File: src/rtl/cell_plot_scheduler.sv
// Owns the single vga_adapter write port: arbitrates two cell-paint requesters
// and a full-screen clear, expanding each grant into one pixel write per clock.
module cell_plot_scheduler #(
    parameter int unsigned SCREEN_WIDTH  = 160,
    parameter int unsigned SCREEN_HEIGHT = 120,
    parameter int unsigned CELL_WIDTH    = 5,
    parameter logic [2:0]  CLEAR_COLOUR  = 3'b111
) (
    input  logic                           iClk,
    input  logic                           iResetn,
    input  logic                           iValid0,
    input  logic [7:0]                     iCellX0,
    input  logic [7:0]                     iCellY0,
    input  logic [2:0]                     iColour0,
    input  logic                           iValid1,
    input  logic [7:0]                     iCellX1,
    input  logic [7:0]                     iCellY1,
    input  logic [2:0]                     iColour1,
    input  logic                           iClear,
    output logic                           oAck0,
    output logic                           oAck1,
    output logic                           oErr,
    output logic                           oBusy,
    output logic [$clog2(SCREEN_WIDTH):0]  oX_pixel,
    output logic [$clog2(SCREEN_HEIGHT):0] oY_pixel,
    output logic [2:0]                     oColour,
    output logic                           oPlot
);
    localparam int unsigned XW = $clog2(SCREEN_WIDTH) + 1;
    localparam int unsigned YW = $clog2(SCREEN_HEIGHT) + 1;

    typedef enum logic [1:0] {S_IDLE, S_CELL, S_CLEAR} state_t;

    state_t        state, state_next;
    logic          clear_pend, clear_pend_next;
    logic          last_grant, last_grant_next;
    logic [XW-1:0] cnt_x, cnt_x_next, base_x, base_x_next;
    logic [YW-1:0] cnt_y, cnt_y_next, base_y, base_y_next;
    logic [2:0]    colour_q, colour_next;
    logic          ack0_next, ack1_next, err_next, busy_next, plot_next;
    logic [XW-1:0] x_next;
    logic [YW-1:0] y_next;
    logic [2:0]    col_out_next;

    logic          pick1;
    logic [7:0]    sel_x, sel_y;
    logic [2:0]    sel_col;
    logic [15:0]   end_x, end_y;
    logic          out_of_range;

    // Requester selection: on a tie, favour the one not granted last.
    always_comb begin
        pick1        = iValid1 && (!iValid0 || !last_grant);
        sel_x        = pick1 ? iCellX1 : iCellX0;
        sel_y        = pick1 ? iCellY1 : iCellY0;
        sel_col      = pick1 ? iColour1 : iColour0;
        end_x        = 16'(sel_x) * 16'(CELL_WIDTH) + 16'(CELL_WIDTH);
        end_y        = 16'(sel_y) * 16'(CELL_WIDTH) + 16'(CELL_WIDTH);
        out_of_range = (end_x > 16'(SCREEN_WIDTH)) || (end_y > 16'(SCREEN_HEIGHT));
    end

    always_comb begin
        state_next      = state;
        clear_pend_next = clear_pend;
        last_grant_next = last_grant;
        cnt_x_next      = cnt_x;
        cnt_y_next      = cnt_y;
        base_x_next     = base_x;
        base_y_next     = base_y;
        colour_next     = colour_q;
        ack0_next       = 1'b0;
        ack1_next       = 1'b0;
        err_next        = 1'b0;
        plot_next       = 1'b0;
        x_next          = oX_pixel;
        y_next          = oY_pixel;
        col_out_next    = oColour;

        if (iClear && state != S_CLEAR)
            clear_pend_next = 1'b1;

        case (state)
            S_IDLE: begin
                if (clear_pend || iClear) begin
                    state_next      = S_CLEAR;
                    clear_pend_next = 1'b0;
                    cnt_x_next      = '0;
                    cnt_y_next      = '0;
                // No grant in the ack cycle: a rejected requester may still hold valid.
                end else if ((iValid0 || iValid1) && !(oAck0 || oAck1)) begin
                    last_grant_next = pick1;
                    ack0_next       = !pick1;
                    ack1_next       = pick1;
                    if (out_of_range) begin
                        err_next = 1'b1;
                    end else begin
                        state_next  = S_CELL;
                        base_x_next = XW'(end_x - 16'(CELL_WIDTH));
                        base_y_next = YW'(end_y - 16'(CELL_WIDTH));
                        colour_next = sel_col;
                        cnt_x_next  = '0;
                        cnt_y_next  = '0;
                    end
                end
            end
            S_CELL: begin
                plot_next    = 1'b1;
                x_next       = base_x + cnt_x;
                y_next       = base_y + cnt_y;
                col_out_next = colour_q;
                if (cnt_x == XW'(CELL_WIDTH - 1)) begin
                    cnt_x_next = '0;
                    if (cnt_y == YW'(CELL_WIDTH - 1))
                        state_next = S_IDLE;
                    else
                        cnt_y_next = cnt_y + YW'(1);
                end else begin
                    cnt_x_next = cnt_x + XW'(1);
                end
            end
            S_CLEAR: begin
                plot_next    = 1'b1;
                x_next       = cnt_x;
                y_next       = cnt_y;
                col_out_next = CLEAR_COLOUR;
                if (cnt_x == XW'(SCREEN_WIDTH - 1)) begin
                    cnt_x_next = '0;
                    if (cnt_y == YW'(SCREEN_HEIGHT - 1))
                        state_next = S_IDLE;
                    else
                        cnt_y_next = cnt_y + YW'(1);
                end else begin
                    cnt_x_next = cnt_x + XW'(1);
                end
            end
            default: state_next = S_IDLE;
        endcase

        // Busy also covers the cycle that presents the final pixel.
        busy_next = (state_next != S_IDLE) || plot_next;
    end

    always_ff @(posedge iClk or negedge iResetn) begin
        if (!iResetn) begin
            state      <= S_IDLE;
            clear_pend <= 1'b0;
            last_grant <= 1'b1;
            cnt_x      <= '0;
            cnt_y      <= '0;
            base_x     <= '0;
            base_y     <= '0;
            colour_q   <= '0;
            oAck0      <= 1'b0;
            oAck1      <= 1'b0;
            oErr       <= 1'b0;
            oBusy      <= 1'b0;
            oPlot      <= 1'b0;
            oX_pixel   <= '0;
            oY_pixel   <= '0;
            oColour    <= '0;
        end else begin
            state      <= state_next;
            clear_pend <= clear_pend_next;
            last_grant <= last_grant_next;
            cnt_x      <= cnt_x_next;
            cnt_y      <= cnt_y_next;
            base_x     <= base_x_next;
            base_y     <= base_y_next;
            colour_q   <= colour_next;
            oAck0      <= ack0_next;
            oAck1      <= ack1_next;
            oErr       <= err_next;
            oBusy      <= busy_next;
            oPlot      <= plot_next;
            oX_pixel   <= x_next;
            oY_pixel   <= y_next;
            oColour    <= col_out_next;
        end
    end
endmodule
File: config.mk
export PLATFORM = sky130hd
export DESIGN_NAME = cell_plot_scheduler
export DESIGN_NICKNAME = d
export VERILOG_FILES = /design/src/rtl/cell_plot_scheduler.sv
export SDC_FILE = /design/constraint.sdc
export NUM_CORES = 1
export LEC_CHECK = 0
export ABC_AREA = 1
export BUFFER_PORTS_ARGS = -buffer_cell sky130_fd_sc_hd__buf_2
export CORE_MARGIN = 3
export CORE_UTILIZATION = 30
export CTS_CLUSTER_SIZE = 28
export DETAILED_ROUTE_END_ITERATION = 10
export PLACE_DENSITY = 0.54
export SETUP_SLACK_MARGIN = 0.1
export SLEW_MARGIN = 10
export SYNTH_ARGS = -nofsm -noshare
export SYNTH_HDL_FRONTEND = slang
export SYNTH_SLANG_ARGS = --single-unit
File: constraint.sdc
create_clock -name iClk -period 3.56 [get_ports iClk]
set_input_delay 0.356 -clock iClk [delete_from_list [all_inputs] [get_ports iClk]]
set_output_delay 0.356 -clock iClk [all_outputs]
set_load 0.005 [all_outputs]
**After elaboration in Yosys (flattened, before gate mapping)**

Index checks and enable logic that the tools add are counted.

- Flip-flop bits (word level): 66
- Output and inout bits: 25

- Mux-type cells: 42
- Order comparisons: 2
- Reductions and logical operators: 22
- Multiply operators: 2
- Equality and inequality tests: 13
- Bitwise logic cells: 2
- Add/subtract/negate cells: 8

Operators with widths:

| operator | number |
|---|---|
| $mux W8 | 9 |
| $mux W9 | 5 |
| $pmux W9 S3 | 1 |
| $add A11 B3 Y12 const B | 2 |
| $pmux W8 S3 | 1 |
| $mul A8 B3 Y11 const B | 2 |
| $pmux W9 S2 | 1 |
| $pmux W8 S2 | 1 |
| $mux W1 | 14 |
| $mux W2 | 7 |
| $gt A12 B7 Y1 const B | 1 |
| $gt A12 B8 Y1 const B | 1 |
| $ne A2 B2 Y1 const B | 5 |
| $add A9 B1 Y9 const B | 1 |
| $add A9 B9 Y9 | 1 |
| $eq A9 B3 Y1 const B | 1 |
| $eq A9 B8 Y1 const B | 1 |
| $sub A9 B3 Y9 const B | 1 |
| $add A8 B1 Y8 const B | 1 |
| $add A8 B8 Y8 | 1 |
| $eq A8 B3 Y1 const B | 1 |
| $eq A8 B7 Y1 const B | 1 |
| $sub A8 B3 Y8 const B | 1 |
| $reduce_and A7 Y1 | 1 |
| other kinds (16) | 30 |

**Longest topological paths before layout**

- Depth after elaboration: 14
- Depth in mapped cells: 26
- Depth with buffers taken out: 26

**Worst setup path before layout**

No wires, ideal clock.

- Kind: register to register
- From: register last_grant
- To: register cnt_y[5]
- Cell stages (with the launch flop): 24
- Library setup time: 0.118 ns
- Arrival: 3.729 ns
- Required time: 3.442 ns
- Setup slack: -0.287 ns
- Cell sequence: dfstp_2 nand2_1 nand2_1 buf_1 clkbuf_1 nand2_1 nand2_1 ha_1 ha_1 ha_1 nand2_1 clkinv_1 a21oi_1 nand3b_1 nand2_2 a21oi_1 nor2_2 and2_4 nand2_2 nand2_4 nand2_4 buf_6 nand2_1 o21ai_2

- Cells in the longest elaborated chain, start to end: 10
- Elaborated cells between the ends (all ways): 14
- Classes of those cells: add/sub (2); mul (2); order compare (2); eq/ne (1); mux (2); reduce/logical (5)

RTL lines:

| element | RTL line | source |
|---|---|---|
| start, declared | 36 | `logic last_grant, last_grant_next;` |
| start signal, assigned | 164 | `last_grant <= last_grant_next;` |
| $logic_not A1 Y1 * | 53 | `pick1 = iValid1 && (!iValid0 \|\| !last_grant);` |
| $logic_or A1 B1 Y1 * | 53 |  |
| $logic_and A1 B1 Y1 * | 53 |  |
| $mux W8, on equally long branches | 54, 55 |  |
| $mul A8 B3 Y11, on equally long branches | 57, 58 |  |
| $add A11 B3 Y12, on equally long branches | 57, 58 |  |
| $gt A12 B8 Y1 or $gt A12 B7 Y1 (tied branches) | 59 | `out_of_range = (end_x > 16'(SCREEN_WIDTH)) \|\| (end_y > 16'(SCREEN_HEIGHT));` |
| $logic_or A1 B1 Y1 * | 59 |  |
| $ne A3 B3 Y1 (no line) * | - |  |
| $reduce_and A7 Y1 (no line) * | - |  |
| end signal, assigned | 166 | `cnt_y <= cnt_y_next;` |
| end, declared | 38 | `logic [YW-1:0] cnt_y, cnt_y_next, base_y, base_y_next;` |

Mark *: on every way between the ends. The rest lies on a longest branch, timed or not.
A chain may end at the register's enable or synchronous reset.

**Final worst setup path**

Same ends and word-level chain as after synthesis.

==> flow_metrics.py <==
metrics = {
    "run": {
        "drv_cap": 0,
    },
    "clock_tree": {
        "cts_tree": "built",
        "cts_buffers": 9,
        "clk_pin_slew_ns": 0.06,
        "cts_sinks": 66,
        "htreeDepth": 3,
        "cts_max_path_buffers": 2,
        "cts-root-buf": "clkbuf_16",
        "clock_latency_ns": 0.34,
    },
    "power_and_ir_drop": {
        "power.total_mw": 5.92,
        "power.leakage_nw": 3.75,
        "powerDensity_nw_per_um2": 771,
        "peakVddDrop_v": 0.000428,
    },
    "yosys": {
        "synth_ff_type": "dfrtp_1",
        "synth_seq_area_share": 0.309,
        "ys_top_cells_by_count": "228 x nand2_1, 83 x inv_1, 67 x ha_1",
        "synthTopCellsByArea": "dfrtp_1 30%, nand2_1 16%, ha_1 16%",
        "syn_nets": 857,
        "synth_area_sq_um": 5350,
        "yosysTopAreaCell": "dfrtp_1",
        "synthMostInstantiatedCell": "nand2_1",
        "avgSynthCellArea_sq_um": 7.18,
        "synthArstFlopShare": 1.00,
        "synth_edf_count": 0,
        "yosys_warnings": 0,
        "ys_ff_latch": 66,
        "synth_cells": 745,
        "yosysUniqueCellTypes": 42,
        "netlist.area_leader.share": 0.304,
    },
    "layout": {
        "final_util": 0.442,
        "final_cells": 1093,
        "antenna_cells": 0,
        "fillCellCount": 1716,
        "syn2layout_area_growth_pct": 43.6,
        "fin_nets": 975,
        "seq_area_sq_um": 1650,
        "drive_above_1_share": 0.346,
        "multiInputGateArea_sq_um": 4230,
    },
    "sta": {
        "finalClockSkew_ns": 0.00961,
        "fin_hold_ws_ns": 0.185,
        "rsz0062_at_grt": "true",
        "finalSetupViolations": 0,
        "final_max_slew_viol_count": 0,
        "fmax_mhz": 285,
        "post-route-period-util": 0.985,
        "relSlewSlack": 0.412,
        "worst_pin_slew_ns": 0.882,
        "finalCriticalPeriod_ns": 3.51,
        "hold_violations": 0,
    },
    "min_path": {
        "hold_class": "input port to async pin",
    },
    "global_route": {
        "antenna_found_initial": 0,
        "grt_max_degree": 67,
        "track_usage": 0.148,
        "grt_pass1_vias": 4930,
        "grt_pass1_wl_mm": 23.6,
        "grt_overflow": 0,
    },
    "routing": {
        "vias": 5169,
        "drtAntennaViolNets": 0,
        "vias_per_cell": 4.73,
        "drtIter0Drc": 263,
        "wire_per_inst_um": 13.3,
        "routed_wl_mm": 14.5,
        "drc_errors": 0,
        "drt-pass1-iter-count": 6,
    },
    "setup_path": {
        "crit_arrival_ns": 3.77,
        "startpoint_type": "flop",
        "crit_type": "flop to flop",
        "end_kind": "flop",
        "worst-path-max-fanout": 8,
        "cp.required_ns": 3.83,
    },
    "floorplanning": {
        "pin_count": 68,
        "die-height_um": 139,
        "die_w_um": 139,
        "core_area_sq_um": 17400,
        "start_util": 0.308,
        "dieArea_sq_um": 19500,
        "row_count": 48,
    },
    "placement": {
        "portBuffers": 67,
        "place_hpwl_mm": 10.2,
        "dp.cells": 1054,
        "gp_congestion": 0.837,
    },
    "status": {
        "status": "finished clean",
    },
}
-- cells by family (layout without fill, tap and decap cells) --
| logic type | count (synthesis) | in the layout | share of synthesized area |
|---|---|---|---|
| buffers and inverters | 104 | 226 | 0.0747 |
| AND/OR/NAND/NOR | 356 | 357 | 0.280 |
| multiplexers | 3 | 3 | 0.00562 |
| flip-flops | 66 | 66 | 0.309 |
| adder cells (fa/ha/maj) | 69 | 69 | 0.164 |
| XOR/XNOR | 24 | 24 | 0.0393 |
| AO/OA/AOI/OAI | 123 | 123 | 0.127 |
-- state kept, by name, summed over array words and instances, names as in the netlist, 2 cells and up --
signal,flops
cnt_y,8
state,2
colour_q,3
cnt_x,9
base_x,9
base_y,8
oY_pixel,8
oX_pixel,9
oColour,3
-- path summary, 6_finish.rpt --
check                            startpoint           to  slack, ns  cells past startpoint
worst max-delay path             last_grant     cnt_y[5]       0.05                     24
worst min-delay path                iResetn  oX_pixel[4]       0.18                      2
worst max register to register   last_grant     cnt_y[5]       0.05                     24
worst min register to register   oColour[2]   oColour[2]       0.47                      2
max in group asynchronous           iResetn    base_x[0]       2.75                      2
min in group iClk               iColour1[0]  colour_q[0]       0.32                      3
-- metal layers --
metal  up-vias  GRT usage  part of all wire
li1       2686          -                 -
met1      2339      0.207              0.49
met2       120      0.230              0.45
met3        24     0.0309             0.045
met4         0     0.0443             0.015
met5         -          0                 0
-- power by group --
part           internal, mW  switching (mW)  total, mW
Sequential             1.00           0.192       1.19
Combinational          1.69            2.06       3.74
Clock                 0.651           0.328      0.979
-- timing repair --
item                       CTS  global route
setup endpoints to repair   39            40
setup buffers               11             8
gates cloned                 1             2
pin swaps                   27            56
gates resized for setup     91           112
hold buffers                 0             0
-- per-stage QoR --
stage	setup WS [ns]	instance area (sq um)	setup TNS, ns
2_1_floorplan	0.106	5390	0
3_3_place_gp	-0.0406	6170	-0.314
3_5_place_dp	-0.0729	6170	-0.850
4_1_cts	0.105	7130	0
5_1_grt	-0.127	7680	-3.53
6_report	0.0547	7680	0
-- critical path, cell delays in order (launching register included) --
cell        delay (ns)
dfstp_2           0.54
nand2_2           0.06
nand2_4           0.08
clkinvlp_4        0.18
buf_6             0.19
nand2_4           0.06
nand2_4           0.06
ha_4              0.24
ha_4              0.24
ha_4              0.25
nand2_2           0.07
nand2_2           0.06
a21oi_2           0.16
nand2_1           0.08
nand2_1           0.10
nand2_2           0.06
nor2_2            0.12
nand3_2           0.09
nor2_4            0.10
and2_4            0.16
nand2_4           0.07
nand2_8           0.15
buf_12            0.12
nand2_8           0.07
o21ai_2           0.11
-- cells in the final DEF (no fill, tap or decap), types with 3 or more instances in the layout --
| cell | count |
|---|---|
| inv_1 | 73 |
| nand4_1 | 4 |
| mux2i_1 | 3 |
| nor2_1 | 41 |
| buf_4 | 38 |
| xor2_1 | 15 |
| nand3_2 | 13 |
| clkbuf_16 | 10 |
| o21ai_2 | 11 |
| and2_4 | 3 |
| buf_6 | 13 |
| o21ai_1 | 9 |
| nand3_1 | 33 |
| nor3_1 | 4 |
| nand3_4 | 3 |
| nand2_4 | 21 |
| ha_4 | 34 |
| a21oi_1 | 40 |
| nand2_2 | 41 |
| xnor2_1 | 9 |
| inv_2 | 8 |
| nor2_2 | 6 |
| nand2_1 | 169 |
| nand2_8 | 3 |
| buf_2 | 67 |
| a21oi_4 | 5 |
| a21oi_2 | 4 |
| o21ai_0 | 42 |
| o21bai_1 | 3 |
| nor4_1 | 7 |
| ha_1 | 33 |
| dfrtp_1 | 65 |
| nand3b_1 | 4 |
-- cell type report --
class / instances / area share
multi-input cells: 576 / 0.551
flip-flops and latches: 66 / 0.215
repair buffers: 123 / 0.110
inverters: 87 / 0.0442
well taps: 225 / 0.0367
clock buffers: 12 / 0.0334
clock inverters: 4 / 0.00962
Power figures use the tool's default switching activity.
